File: src/rtl/esdi_drive_cmd_responder.sv
// ---------------------------------------------------------------------------
// esdi_drive_cmd_responder
//
// Drive side of the ESDI serial command / configuration-status handshake.
// The host shifts a 17-bit command in with TRANSFER REQ / TRANSFER ACK
// handshakes. The order is bit 15 first, then down to bit 0, then an odd
// parity bit. The block then waits for a local status word. That word is
// returned over the same handshake on CONFIG/STATUS DATA, in the same order
// and with the same parity rule.
//
// Parameters
//   ACK_DELAY    clk cycles from a synchronized REQ edge to the ACK change (>= 1)
//   BIT_TIMEOUT  idle cycles tolerated between bits when the timeout is built in
//
// Ports
//   clk                 sole clock
//   rst                 asynchronous active-high reset
//   esdi_transfer_req   host TRANSFER REQ (asynchronous)
//   esdi_command_data   host COMMAND DATA bit (asynchronous)
//   esdi_transfer_ack   drive TRANSFER ACK
//   esdi_confstat_data  drive CONFIG/STATUS data bit
//   cmd_word            last received command word
//   cmd_valid           one-cycle pulse when cmd_word is updated
//   cmd_parity_err      parity error on the last command; held until the next cmd_valid
//   cmd_timeout         one-cycle pulse when a word is aborted by the bit timeout
//   resp_word           status/config word to return
//   resp_valid          resp_word is valid; held by the user until resp_ready
//   resp_ready          one-cycle pulse when resp_word is captured
//
// Build option
//   ESDI_RESP_TIMEOUT_EN  When this is defined, an inter-bit timeout aborts a
//                         stalled word. Without it the block waits forever and
//                         cmd_timeout is constant 0.
// ---------------------------------------------------------------------------
module esdi_drive_cmd_responder #(
  parameter int unsigned ACK_DELAY   = 4,
  parameter int unsigned BIT_TIMEOUT = 65535
) (
  input  logic        clk,
  input  logic        rst,
  input  logic        esdi_transfer_req,
  input  logic        esdi_command_data,
  output logic        esdi_transfer_ack,
  output logic        esdi_confstat_data,
  output logic [15:0] cmd_word,
  output logic        cmd_valid,
  output logic        cmd_parity_err,
  output logic        cmd_timeout,
  input  logic [15:0] resp_word,
  input  logic        resp_valid,
  output logic        resp_ready
);

  typedef enum logic [2:0] {
    IDLE, CMD_ACK, CMD_REL, CMD_DONE, RESP_WAIT, RESP_SETUP, RESP_ACK, RESP_REL
  } state_t;

  localparam int unsigned      DLY_W    = (ACK_DELAY > 1) ? $clog2(ACK_DELAY) : 1;
  localparam logic [DLY_W-1:0] DLY_LAST = DLY_W'(ACK_DELAY - 1);
  localparam logic [4:0]       WORD_BITS = 5'd17;

  state_t            state_q, state_d;
  logic              req_meta_q, req_sync_q, dat_meta_q, dat_sync_q;
  logic [DLY_W-1:0]  dly_q, dly_d;
  logic [4:0]        bit_cnt_q, bit_cnt_d;
  logic [16:0]       cmd_sr_q, cmd_sr_d;
  logic [16:0]       resp_sr_q, resp_sr_d;
  logic              ack_q, ack_d;
  logic [15:0]       cmd_word_q, cmd_word_d;
  logic              cmd_valid_q, cmd_valid_d;
  logic              perr_q, perr_d;
  logic              resp_ready_q, resp_ready_d;

`ifdef ESDI_RESP_TIMEOUT_EN
  localparam logic [15:0] TMO_LAST = 16'(BIT_TIMEOUT - 1);
  logic [15:0] tmo_q, tmo_d;
  logic        tmo_pulse_q, tmo_pulse_d;
  logic        bit_wait;

  // The counter runs only while the host owes us the next REQ rise in the middle of a word.
  assign bit_wait = !req_sync_q &&
                    ((state_q == CMD_REL && bit_cnt_q != 5'd0) || state_q == RESP_SETUP);
  assign cmd_timeout = tmo_pulse_q;

  always_ff @(posedge clk or posedge rst) begin
    if (rst) begin
      tmo_q       <= '0;
      tmo_pulse_q <= 1'b0;
    end else begin
      tmo_q       <= tmo_d;
      tmo_pulse_q <= tmo_pulse_d;
    end
  end
`else
  // The timeout is absent; the term keeps BIT_TIMEOUT referenced so the parameter list is the same in both builds.
  assign cmd_timeout = 1'b0 & (BIT_TIMEOUT != 0);
`endif

  // Both host lines go through two flops; nothing downstream looks at the raw pins.
  always_ff @(posedge clk or posedge rst) begin
    if (rst) begin
      req_meta_q <= 1'b0;
      req_sync_q <= 1'b0;
      dat_meta_q <= 1'b0;
      dat_sync_q <= 1'b0;
    end else begin
      req_meta_q <= esdi_transfer_req;
      req_sync_q <= req_meta_q;
      dat_meta_q <= esdi_command_data;
      dat_sync_q <= dat_meta_q;
    end
  end

  always_ff @(posedge clk or posedge rst) begin
    if (rst) begin
      state_q      <= IDLE;
      dly_q        <= '0;
      bit_cnt_q    <= '0;
      cmd_sr_q     <= '0;
      resp_sr_q    <= '0;
      ack_q        <= 1'b0;
      cmd_word_q   <= '0;
      cmd_valid_q  <= 1'b0;
      perr_q       <= 1'b0;
      resp_ready_q <= 1'b0;
    end else begin
      state_q      <= state_d;
      dly_q        <= dly_d;
      bit_cnt_q    <= bit_cnt_d;
      cmd_sr_q     <= cmd_sr_d;
      resp_sr_q    <= resp_sr_d;
      ack_q        <= ack_d;
      cmd_word_q   <= cmd_word_d;
      cmd_valid_q  <= cmd_valid_d;
      perr_q       <= perr_d;
      resp_ready_q <= resp_ready_d;
    end
  end

  // The REQ level being waited on must hold for ACK_DELAY consecutive cycles
  // before ACK moves. A shorter pulse resets dly, so a glitch never produces a partial ack.
  always_comb begin
    state_d      = state_q;
    dly_d        = '0;
    bit_cnt_d    = bit_cnt_q;
    cmd_sr_d     = cmd_sr_q;
    resp_sr_d    = resp_sr_q;
    ack_d        = ack_q;
    cmd_word_d   = cmd_word_q;
    cmd_valid_d  = 1'b0;
    perr_d       = perr_q;
    resp_ready_d = 1'b0;
`ifdef ESDI_RESP_TIMEOUT_EN
    tmo_d        = '0;
    tmo_pulse_d  = 1'b0;
`endif

    case (state_q)
      IDLE, CMD_REL, RESP_SETUP: begin
        if (req_sync_q) begin
          if (dly_q != DLY_LAST) begin
            dly_d = dly_q + DLY_W'(1);
          end else begin
            ack_d = 1'b1;
            if (state_q == RESP_SETUP) begin
              state_d = RESP_ACK;
            end else begin
              // The command bit is taken as ACK rises; by then it has settled through its own synchronizer.
              state_d  = CMD_ACK;
              cmd_sr_d = {cmd_sr_q[15:0], dat_sync_q};
            end
          end
        end
      end

      CMD_ACK, RESP_ACK: begin
        if (!req_sync_q) begin
          if (dly_q != DLY_LAST) begin
            dly_d = dly_q + DLY_W'(1);
          end else begin
            ack_d     = 1'b0;
            bit_cnt_d = bit_cnt_q + 5'd1;
            if (state_q == RESP_ACK)
              state_d = RESP_REL;
            else if (bit_cnt_q >= WORD_BITS - 5'd1)
              state_d = CMD_DONE;
            else
              state_d = CMD_REL;
          end
        end
      end

      CMD_DONE: begin
        // cmd_sr holds {bit15..bit0, parity}. An even ones count over all 17 bits is an error.
        cmd_word_d  = cmd_sr_q[16:1];
        perr_d      = ~^cmd_sr_q;
        cmd_valid_d = 1'b1;
        bit_cnt_d   = '0;
        state_d     = RESP_WAIT;
      end

      RESP_WAIT: begin
        // REQ is ignored here. A REQ that is already high is seen as the
        // bit-0 rise as soon as RESP_SETUP is entered.
        if (resp_valid) begin
          resp_ready_d = 1'b1;
          resp_sr_d    = {resp_word, ~^resp_word};
          state_d      = RESP_SETUP;
        end
      end

      RESP_REL: begin
        // The next bit is presented one cycle after ACK falls. The host
        // cannot raise REQ again sooner, so the data leads the next ACK rise
        // by at least ACK_DELAY cycles.
        if (bit_cnt_q >= WORD_BITS) begin
          bit_cnt_d = '0;
          resp_sr_d = '0;
          state_d   = IDLE;
        end else begin
          resp_sr_d = {resp_sr_q[15:0], 1'b0};
          state_d   = RESP_SETUP;
        end
      end

      default: state_d = IDLE;
    endcase

`ifdef ESDI_RESP_TIMEOUT_EN
    if (bit_wait) begin
      if (tmo_q == TMO_LAST) begin
        tmo_pulse_d = 1'b1;
        ack_d       = 1'b0;
        resp_sr_d   = '0;
        bit_cnt_d   = '0;
        dly_d       = '0;
        state_d     = IDLE;
      end else begin
        tmo_d = tmo_q + 16'd1;
      end
    end
`endif
  end

  assign esdi_transfer_ack  = ack_q;
  assign esdi_confstat_data = resp_sr_q[16];
  assign cmd_word           = cmd_word_q;
  assign cmd_valid          = cmd_valid_q;
  assign cmd_parity_err     = perr_q;
  assign resp_ready         = resp_ready_q;

endmodule
File: config.mk
export PLATFORM = sky130hd
export DESIGN_NAME = esdi_drive_cmd_responder
export DESIGN_NICKNAME = d
export VERILOG_FILES = /design/src/rtl/esdi_drive_cmd_responder.sv
export SDC_FILE = /design/constraint.sdc
export NUM_CORES = 1
export LEC_CHECK = 0
export CORE_AREA = 2 2 79 81
export CTS_BUF_LIST = sky130_fd_sc_hd__clkbuf_8
export DETAILED_ROUTE_END_ITERATION = 12
export DIE_AREA = 0 0 81 83
export GPL_TIMING_DRIVEN = 0
export PLACE_DENSITY = 0.87
export SETUP_SLACK_MARGIN = 0.1
export SLEW_MARGIN = 20
export SYNTH_ARGS = -nofsm -noshare
export SYNTH_HDL_FRONTEND = slang
export SYNTH_SLANG_ARGS = --single-unit
File: constraint.sdc
create_clock -name clk -period 2.8 [get_ports clk]
set_input_delay 0.7 -clock clk [delete_from_list [all_inputs] [get_ports clk]]
set_output_delay 0.7 -clock clk [all_outputs]
set_load 0.005 [all_outputs]
==> results of run 1 <==
[worst min path at each step]
| stage | startpoint | endpoint | depth (start not counted) |
|---|---|---|---|
| CTS | req_meta_q$_DFF_PP0_ | req_sync_q$_DFF_PP0_ | 0 |
| global placement | dat_meta_q$_DFF_PP0_ | dat_sync_q$_DFF_PP0_ | 0 |
| floorplan | dat_meta_q$_DFF_PP0_ | dat_sync_q$_DFF_PP0_ | 0 |
| finish | req_meta_q$_DFF_PP0_ | req_sync_q$_DFF_PP0_ | 0 |
| global route | req_meta_q$_DFF_PP0_ | req_sync_q$_DFF_PP0_ | 0 |
| detailed placement | req_meta_q$_DFF_PP0_ | req_sync_q$_DFF_PP0_ | 0 |
[area by class of cell]
cell class	count	area [um2]
tap	75	93.8
clock buffer	10	138
inverter	7	30.0
timing repair buffer	42	430
buffer	16	114
multi-input combinational	216	1410
clock inverter	6	86.3
fill	454	1810
sequential	68	1700
[power by group through the flow]
stage	Sequential [mW]	Combinational, mW	Clock (mW)
floorplan	1.32	0.719	0
global placement	1.34	0.910	0
detailed placement	1.35	0.951	0
CTS	1.34	0.960	0.910
global route	1.36	1.06	0.954
finish	1.34	0.952	0.903
[metal layers]
| metal | GRT usage (%) | part of all wire, % | vias up |
|---|---|---|---|
| met4 | 7.40 | 1.1 | 0 |
| met3 | 5.22 | 4.7 | 11 |
| li1 | - | - | 1155 |
| met1 | 25.2 | 43 | 1158 |
| met2 | 34.6 | 51 | 60 |
| met5 | 0 | 0 | - |
[cells by family (layout without fill, tap and decap cells)]
family | Yosys count | in the layout | share of synthesized area [%]
AND/OR/NAND/NOR | 87 | 87 | 11.8
flip-flops | 68 | 68 | 52.3
AO/OA/AOI/OAI | 61 | 61 | 10.7
multiplexers | 33 | 33 | 10.8
XOR/XNOR | 31 | 31 | 8.77
buffers and inverters | 23 | 81 | 4.35
adder cells (fa/ha/maj) | 3 | 3 | 1.15
other | 1 | 1 | 0.115
[cells in the mapped netlist]
cell type,number,area share [%]
inv_2,1,0.12
a21oi_1,43,6.6
or3_1,4,0.77
xnor3_1,1,0.69
nor3_2,1,0.31
buf_2,3,0.46
o211ai_1,1,0.23
a221oi_1,1,0.27
o21ai_2,1,0.27
and2b_1,1,0.23
buf_4,7,1.6
a311oi_1,1,0.27
nor3_1,3,0.46
clkinv_2,1,0.15
mux2i_1,16,4.9
o211a_4,1,0.54
o221ai_1,1,0.27
o22ai_1,1,0.19
or4_1,1,0.23
a32o_1,1,0.31
a31oi_1,2,0.38
a31o_2,1,0.27
nor2_1,6,0.69
clkbuf_1,3,0.35
buf_12,1,0.62
buf_6,1,0.35
nor2b_1,1,0.19
nand3_1,8,1.2
buf_1,1,0.12
o21ai_0,6,0.92
xor2_1,2,0.54
nand2_1,60,6.9
inv_1,5,0.58
mux2_2,17,5.9
nor3b_1,1,0.23
ha_1,3,1.2
xnor2_1,28,7.5
o21ai_1,1,0.15
conb_1,1,0.12
nand3_4,1,0.54
dfrtp_1,68,52
[state kept, by name (all words and copies together) (netlist names)]
register / count
bit_cnt_q: 5
cmd_parity_err: 1
cmd_sr_q: 17
cmd_valid: 1
cmd_word: 16
dat_meta_q: 1
dat_sync_q: 1
dly_q: 2
esdi_transfer_ack: 1
req_meta_q: 1
req_sync_q: 1
resp_ready: 1
resp_sr_q: 17
state_q: 3
[critical path, stage by stage (launching register included)]
cell     delay [ns]
dfrtp_1        0.36
ha_1           0.27
nand2_1        0.12
nor3_2         0.48
buf_4          0.30
mux2_2         0.35
[per-stage QoR]
stage | std cells | TNS [ns]
after floorplan | 307 | 0
after global placement | 423 | -45.01
after detailed placement | 424 | 0
after CTS | 440 | 0
after global routing | 440 | 0
final | 440 | 0
==> results.py, run 1 <==
metrics = {
    "power_and_ir_drop": {
        "power_frac_comb_pct": 29.8,
        "power.switching_mw": 1.01,
        "switching_share_pct": 31.5,
        "clkPwrFrac_pct": 28.3,
        "seqPwrFrac_pct": 41.9,
        "ir_drop_uv": 461,
        "leakagePower_nw": 1.78,
        "p_int_mw": 2.19,
        "total_power_mw": 3.19,
        "p_per_area_nw_per_um2": 797,
    },
    "outcome": {
        "status": "complete, no violations",
    },
    "cts": {
        "insertion_delay_ns": 0.35,
        "cts_root_buf": "clkbuf_8",
        "htree_levels": 3,
        "cts_tree": "built",
        "clock_path_buffers": 2,
        "cts.sinks": 68,
        "cts_buffers": 9,
        "postCtsHoldBufs": 0,
        "clkTransAtPathRegs_ns": 0.07,
        "cts_setup_buffers": 0,
        "cts_resized": 0,
    },
    "placed_design": {
        "gp_congestion": 0.920,
        "numPortBuffers": 41,
        "dpl_cell_area_um2": 3780,
        "hpwlAfterDp_um": 4390,
        "place_ws_ns": 0.484,
    },
    "sta": {
        "rsz0062_at_grt": "false",
        "finalCriticalPeriod_ns": 2.00,
        "hold_viol": 0,
        "tightest_slew_ns": 0.611,
        "fmax_mhz": 499,
        "fin_ws_ns": 0.797,
        "drv_slew": 0,
        "timing.hold.ws_ns": 0.350,
        "finalClockSkew_ns": 0.00841,
        "max_slew_margin_pct": 59.1,
        "period_share_pct": 71.5,
        "finalSetupViolations": 0,
    },
    "floorplanning": {
        "die_h_um": 83,
        "die_w_um": 81,
        "rows": 28,
        "dieArea_um2": 6720,
        "core_um2": 5820,
        "initial_core_util_pct": 55.9,
        "ioPinCount": 43,
    },
    "critical_path": {
        "worst-r2r-cell-count": 5,
        "endpoint": "cmd_sr_q[5]$_DFFE_PP0P_",
        "required_ns": 3.03,
        "critPathCaptureType": "register",
        "cp.arrival_ns": 2.23,
        "criticalPathCategory": "register to register",
        "reg2reg_slack_ns": 0.80,
        "critPathLaunchType": "register",
        "worstReg2RegStart": "dly_q[0]$_DFF_PP0_",
        "worstSetupStartpoint": "dly_q[0]$_DFF_PP0_",
        "timing.rr.end": "cmd_sr_q[5]$_DFFE_PP0P_",
        "crit_fanout": 10,
    },
    "grt": {
        "gr-usage-all-layers_pct": 20.5,
        "grt_pass1_wl_um": 10800,
        "grt_max_degree": 46,
        "overflow": 0,
        "antenna_found_initial": 0,
        "grt_pass1_vias": 2411,
    },
    "synthesis": {
        "synth_nets": 331,
        "syn_area_um2": 3250,
        "synth_cell_types": 41,
        "synth.avg_cell_area_um2": 10.6,
        "ys_warn_count": 0,
        "postSynthCellCount": 307,
        "synth_seq_cells": 68,
        "ys_seq_area_share_pct": 52.3,
    },
    "hold_path": {
        "hold_class": "register to register",
    },
    "final_layout": {
        "diodes": 0,
        "layout_commonest_cell": "dfrtp_1",
        "design_area_um2": 4000,
        "fin_util_pct": 68.8,
        "area_delta_synth_final_pct": 23.1,
        "drive_gt1_share_pct": 14.8,
        "layout_common_cells": "68 x dfrtp_1, 60 x nand2_1, 43 x a21oi_1",
        "finalNetCount": 384,
    },
    "detailed_routing": {
        "route.detailed.drc": 0,
        "drt-pass1-iter-count": 5,
        "via_count": 2384,
        "drt_iter0_drc": 118,
        "finalWirelength_um": 6270,
        "via_per_inst": 5.42,
        "wl_per_cell_um": 14.3,
        "ant_nets": 0,
    },
    "flow_run": {
        "timing.max_cap.violations": 0,
    },
}
Note: power is estimated with default switching activity, not from simulation.
==> inputs of run 2 (changes only) <==
- CORE_AREA: 2 2 79 81 -> 2 2 83 85
- DIE_AREA: 0 0 81 83 -> 0 0 85 87
- PLACE_DENSITY: 0.87 -> 0.84
- clock period: 2.8 -> 1.8 ns (I/O delays scaled with it)
==> results.py, run 2 (synthesis results as in run 1) <==
metrics = {
    "floorplanning": {
        "ioPinCount": 43,
        "initial_core_util_pct": 49.5,
        "dieArea_um2": 7400,
        "die_w_um": 85,
        "die_h_um": 87,
        "core_um2": 6570,
        "rows": 30,
    },
    "grt": {
        "grt_pass1_wl_um": 10700,
        "grt_max_degree": 25,
        "gr-usage-all-layers_pct": 18.5,
        "antenna_found_initial": 0,
        "grt_pass1_vias": 2413,
        "overflow": 0,
    },
    "final_layout": {
        "diodes": 0,
        "seqCellArea_um2": 1700,
        "finalNetCount": 401,
        "fillCellCount": 485,
        "area_delta_synth_final_pct": 30.8,
        "layout_common_cells": "67 x dfrtp_1, 60 x nand2_1, 43 x a21oi_1",
        "drive_gt1_share_pct": 20.4,
        "fin_util_pct": 64.8,
        "multiInputGateArea_um2": 1450,
        "layout_commonest_cell": "dfrtp_1",
    },
    "outcome": {
        "status": "complete, no violations",
    },
    "critical_path": {
        "critPathBufInv": 0,
        "critPathCaptureType": "register",
        "path_delay_family": "simple AND/OR/NAND/NOR gates",
        "crit_fanout": 8,
        "reg2reg_slack_ns": 0.13,
        "cp.arrival_ns": 1.94,
        "cp_cell_sequence": "ha_4 -> and2b_2 -> nand3_2 -> o211a_4 -> or3_1 -> a21oi_1",
        "critPathLaunchType": "register",
        "cp_slowest_stage_delay_ns": 0.39,
        "slowest_stage": "dfrtp_1",
        "criticalPathCategory": "register to register",
        "required_ns": 2.07,
    },
    "placed_design": {
        "hpwlAfterDp_um": 4400,
        "gp_congestion": 0.883,
        "place_ws_ns": -0.268,
        "numPortBuffers": 41,
    },
    "sta": {
        "rsz0062_at_grt": "true",
        "finalClockSkew_ns": 0.00795,
        "timing.hold.ws_ns": 0.350,
        "finalSetupViolations": 0,
        "period_share_pct": 92.8,
        "fmax_mhz": 599,
        "max_slew_margin_pct": 63.0,
        "drv_slew": 0,
        "tightest_slew_ns": 0.554,
        "finalCriticalPeriod_ns": 1.67,
        "hold_viol": 0,
        "fin_ws_ns": 0.130,
    },
    "cts": {
        "cts_root_buf": "clkbuf_8",
        "clkTransAtPathRegs_ns": 0.07,
        "cts_tree": "built",
        "postCtsHoldBufs": 0,
        "cts_buffers": 9,
        "clock_path_buffers": 2,
        "insertion_delay_ns": 0.35,
        "htree_levels": 3,
        "cts.sinks": 68,
    },
    "power_and_ir_drop": {
        "ir_drop_uv": 695,
        "seqPwrFrac_pct": 39.9,
        "switching_share_pct": 31.6,
        "power_frac_comb_pct": 32.2,
        "p_per_area_nw_per_um2": 1220,
        "p_int_mw": 3.56,
        "clkPwrFrac_pct": 27.9,
        "leakagePower_nw": 1.97,
        "power.switching_mw": 1.64,
    },
    "detailed_routing": {
        "wl_per_cell_um": 14.2,
        "finalWirelength_um": 6540,
        "drt-pass1-iter-count": 4,
        "ant_nets": 0,
        "drt_iter0_drc": 162,
        "via_per_inst": 5.27,
        "via_count": 2435,
        "route.detailed.drc": 0,
    },
    "flow_run": {
        "timing.max_cap.violations": 0,
    },
    "hold_path": {
        "hold_class": "register to register",
    },
}
-- run 2: cell count changes in the layout (fill, tap and decap cells not counted), moves of 2 or more --
cell / delta
dlymetal6s2s_1: +4
buf_2: -2
dlygate4sd2_1: +2
clkinv_2: -2
clkdlybuf4s50_1: -6
o21ai_0: -2
o21ai_1: +2
buf_4: +15
buf_16: +2
clkinv_4: +2
-- run 2: power by group through the flow --
stage	registers [mW]	logic [mW]	clock network (mW)
after detailed placement	2.10	1.50	0
after floorplan	2.06	1.13	0
final	2.07	1.68	1.45
after CTS	2.07	1.61	1.48
after global routing	2.11	1.83	1.56
after global placement	2.08	1.43	0
-- run 2: cell type report --
| cell class | count | area share, % |
|---|---|---|
| Sequential cell | 68 | 40.0 |
| Clock inverter | 5 | 1.94 |
| Clock buffer | 11 | 3.56 |
| Multi-Input combinational cell | 216 | 34.2 |
| Tap cell | 80 | 2.35 |
| Inverter | 7 | 0.824 |
| Buffer | 16 | 2.88 |
| Timing Repair Buffer | 59 | 14.2 |
-- run 2: final timing paths --
check | startpoint | cells past startpoint | end
setup reg to reg | dly_q[0]$_DFF_PP0_ | 6 | bit_cnt_q[3]$_DFFE_PP0P_
min in group asynchronous | rst | 2 | resp_sr_q[3]$_DFFE_PP0P_
setup / recovery | dly_q[0]$_DFF_PP0_ | 6 | bit_cnt_q[3]$_DFFE_PP0P_
hold / removal | req_meta_q$_DFF_PP0_ | 0 | req_sync_q$_DFF_PP0_
hold reg to reg | req_meta_q$_DFF_PP0_ | 0 | req_sync_q$_DFF_PP0_
max in group asynchronous | rst | 4 | cmd_word[8]$_DFFE_PP0P_
-- run 2: worst register-to-register path, stage by stage (launching register included) --
cell and delay, ns:
dfrtp_1 0.39, ha_4 0.18, and2b_2 0.21, nand3_2 0.13, o211a_4 0.20, or3_1 0.36
a21oi_1 0.14
-- run 2: per-layer routing --
| layer | routed length, um | share of wire [%] | track usage, % | up-vias |
|---|---|---|---|---|
| met3 | 255 | 3.9 | 3.98 | 12 |
| met5 | 0 | 0 | 0 | - |
| met4 | 131 | 2.0 | 7.79 | 0 |
| met1 | 2800 | 43 | 21.7 | 1177 |
| li1 | - | - | - | 1186 |
| met2 | 3350 | 51 | 33.0 | 60 |
-- run 2: metrics by stage --
stage / setup TNS (ns) / cells / total power, mW / area (um2)
3_3_place_gp: -15.66 / 428 / 3.52 / 3770
4_1_cts: 0 / 452 / 5.16 / 4160
2_1_floorplan: 0 / 307 / 3.18 / 3260
6_report: 0 / 462 / 5.20 / 4250
3_5_place_dp: -2.74 / 430 / 3.61 / 3830
5_1_grt: 0 / 462 / 5.50 / 4250
-- run 2: timing repair --
| item | CTS | global route |
|---|---|---|
| endpoints found under the setup margin | 26 | 26 |
| gates resized for setup | 13 | 8 |
| buffers inserted | 6 | 10 |
| pin swaps | 5 | 7 |
| endpoints found under the hold margin | 0 | 0 |
==> inputs of run 3 (changes only) <==
- CTS_CLUSTER_DIAMETER: unset -> 100
==> results of run 3 <==
Final layout, timing and power as in run 2 (identical DEF).
==> RTL edit (settings of run 2) <==
The parameter `ACK_DELAY` goes from 4 to 2.
--- a/src/rtl/esdi_drive_cmd_responder.sv
+++ b/src/rtl/esdi_drive_cmd_responder.sv
@@ -34,5 +34,5 @@
 // ---------------------------------------------------------------------------
 module esdi_drive_cmd_responder #(
-  parameter int unsigned ACK_DELAY   = 4,
+  parameter int unsigned ACK_DELAY   = 2,
   parameter int unsigned BIT_TIMEOUT = 65535
 ) (
Check against the original RTL: not equivalent (Yosys sat finds a counterexample within 10 cycles, from zero or initial values and one cycle with rst high).
==> RTL edit against run 2 <==
- first-iteration DRC count decreased by 41%
- total power down 3.5%
- sequential power fell by 5%
- worst setup slack worse by 0.073 ns
- fmax down 4.2%
- synthesized area is 1.3% higher
- final area increased by 0.12%
- sequential cell count down 1
- wire length up 1.4%
==> RTL edit: results (changes against run 2) <==
** Power and ir drop
- Leakage dissipation :: 0.00193 uW (-2.4%)
- The highest ir drop seen on vdd is 737 uV (+6.0%).

** GRT
- Number of antenna violations at the first check in global routing :: 0 (unchanged)
- The first-pass GRT wire length is 10.6 mm (-0.84%).
- Vias in the first global route :: 2433 (+0.83%)
- The maximum number of pins on one net before global-route repair was 24 (-4.0%).
- The overall global routing resource usage came to 18.1% (-0.39 points).

** Finish
- The number of inserted diodes was 0 (unchanged).
- Share of layout cells above drive strength 1 :: 24.8% (+4.4 points)
- # nets final :: 394 (-1.7%)

** STA
- Total count of max-transition violations in the final report :: 0 (unchanged)
- The slew of the pin with the lowest slew margin came to 0.551 ns (-0.00335 ns).
- Clock skew :: 0.00651 ns (-0.00144 ns)

** Synthesis
- Post-synthesis sequential area ratio :: 50.9% (-1.5 points)
- The post-synthesis net count is 330 (-0.30%).
- The proportion of register bits with asynchronous set or reset after synthesis was 100% (unchanged).
- Number of synthesis warnings :: 0 (unchanged)
- Count of unique library cells instantiated by Yosys :: 44 (+7.3%)
- Synth top area cells :: dfrtp_1 (51%), xnor2_1 (7.4%), nand2_1 (6.8%)
- Most frequent cells after synthesis :: dfrtp_1 (67), nand2_1 (60), xnor2_1 (28)

** Detailed routing
- Final routed wire length divided by cell count :: 14.6 um (+2.9%)
- The highest layer touched by signal routing is met4.
- The wire length the detailed router placed on met1 is 2.79 mm (-0.36%).
- The initial detailed-routing violation count is 95 (-41%).
- Detailed route wirelength on metal3 :: 280 um (+9.8%)
- The total length of routed met2 wires is 3.45 mm (+2.8%).
- DR vias/cell :: 5.30 (+0.58%)
- The first-pass detailed-route iteration total was 4 (unchanged).

** Placement
- The cell area reported after detailed placement came to 3870 sq um (+0.98%).
- The routability congestion estimate from global placement is 0.777 (-12%).
- Hpwl dp :: 4.48 mm (+1.8%)
- Port Buffer Count :: 41 (unchanged)
- The setup slack after placement came to -0.399 ns (-0.131 ns).

** Critical path
- Library cell contributing the largest single delay on the critical path :: or4_4
- The worst-path maximum fanout came to 6 (-2).
- In this design, the largest share of critical-path delay is due to simple AND/OR/NAND/NOR gates.
- Arrival time of the worst setup path :: 2.02 ns (+0.08 ns)
- Biggest cell delay along the critical path :: 0.56 ns (+0.17 ns)

** CTS
- Number of buffers inserted during clock tree synthesis :: 9 (unchanged)
- Clock Latency Late Sink :: approximately 0.34 ns
- Buffer type at the clock tree root :: clkbuf_8
- The deepest clock path buffer count came to 2 (unchanged).
- The number of levels in the clock H-tree was 3 (unchanged).
- Clk slew on worst S/H paths :: 0.07 ns (about the same)

** Min path
- The path class of the tightest hold or removal check is reg2reg.

** Outcome
- The run finished with clean final reports.
[RTL edit: metal layers]
| layer | global-route usage, % | vias to the layer above |
|---|---|---|
| li1 | - | 1170 |
| met4 | 5.63 | 0 |
| met3 | 5.40 | 14 |
| met1 | 20.7 | 1170 |
| met5 | 0 | - |
| met2 | 32.7 | 58 |
[RTL edit: metrics by stage]
stage          utilization (%)  power (uW)  TNS [ns]  cells
2_1_floorplan                -        3210         0    307
3_3_place_gp              58.0        3580    -17.39    428
3_5_place_dp              58.9        3670     -3.93    430
4_1_cts                   62.0        4850         0    447
5_1_grt                   64.8        5310         0    455
6_report                  64.8        5020         0    455
[RTL edit: final timing paths]
kind | slack [ns] | from | endpoint | cells after the start
setup / recovery | 0.06 | bit_cnt_q[2] | resp_sr_q[3] | 6
hold / removal | 0.36 | req_meta_q | req_sync_q | 0
setup reg to reg | 0.06 | bit_cnt_q[2] | resp_sr_q[3] | 6
hold reg to reg | 0.36 | req_meta_q | req_sync_q | 0
max in group asynchronous | 0.64 | rst | cmd_word[14] | 4
min in group asynchronous | 0.50 | rst | resp_sr_q[3] | 2
[RTL edit: power breakdown]
group | leakage [uW] | total (uW) | internal (uW) | switching (uW)
combinational | 0.000972 | 1920 | 874 | 1040
clock | 0.000103 | 1140 | 612 | 525
sequential | 0.000851 | 1960 | 1770 | 193
[RTL edit: layout make-up]
type / count / area [sq um]
Clock buffer: 9 / 124
Fill cell: 511 / 2310
Inverter: 6 / 31.3
Buffer: 18 / 141
Sequential cell: 67 / 1680
Multi-Input combinational cell: 216 / 1580
Timing Repair Buffer: 53 / 557
Clock inverter: 6 / 51.3
Tap cell: 80 / 100
[RTL edit: cells by family (layout without fill, tap and decap cells)]
family	count (synthesis)	in the layout	synth area share, %
AND/OR/NAND/NOR	87	87	12.1
buffers and inverters	24	92	4.40
flip-flops	67	67	50.9
multiplexers	34	34	11.0
AO/OA/AOI/OAI	60	60	11.9
other	1	1	0.114
XOR/XNOR	32	32	8.92
adder cells (fa/ha/maj)	2	2	0.759
[RTL edit: timing repair]
| item | CTS | global route |
|---|---|---|
| resized for setup | 6 | 26 |
| setup buffers | 2 | 6 |
| hold buffers | 0 | 0 |
| setup endpoints to repair | 24 | 36 |
| cloned | 0 | 2 |
| pin swaps | 1 | 13 |
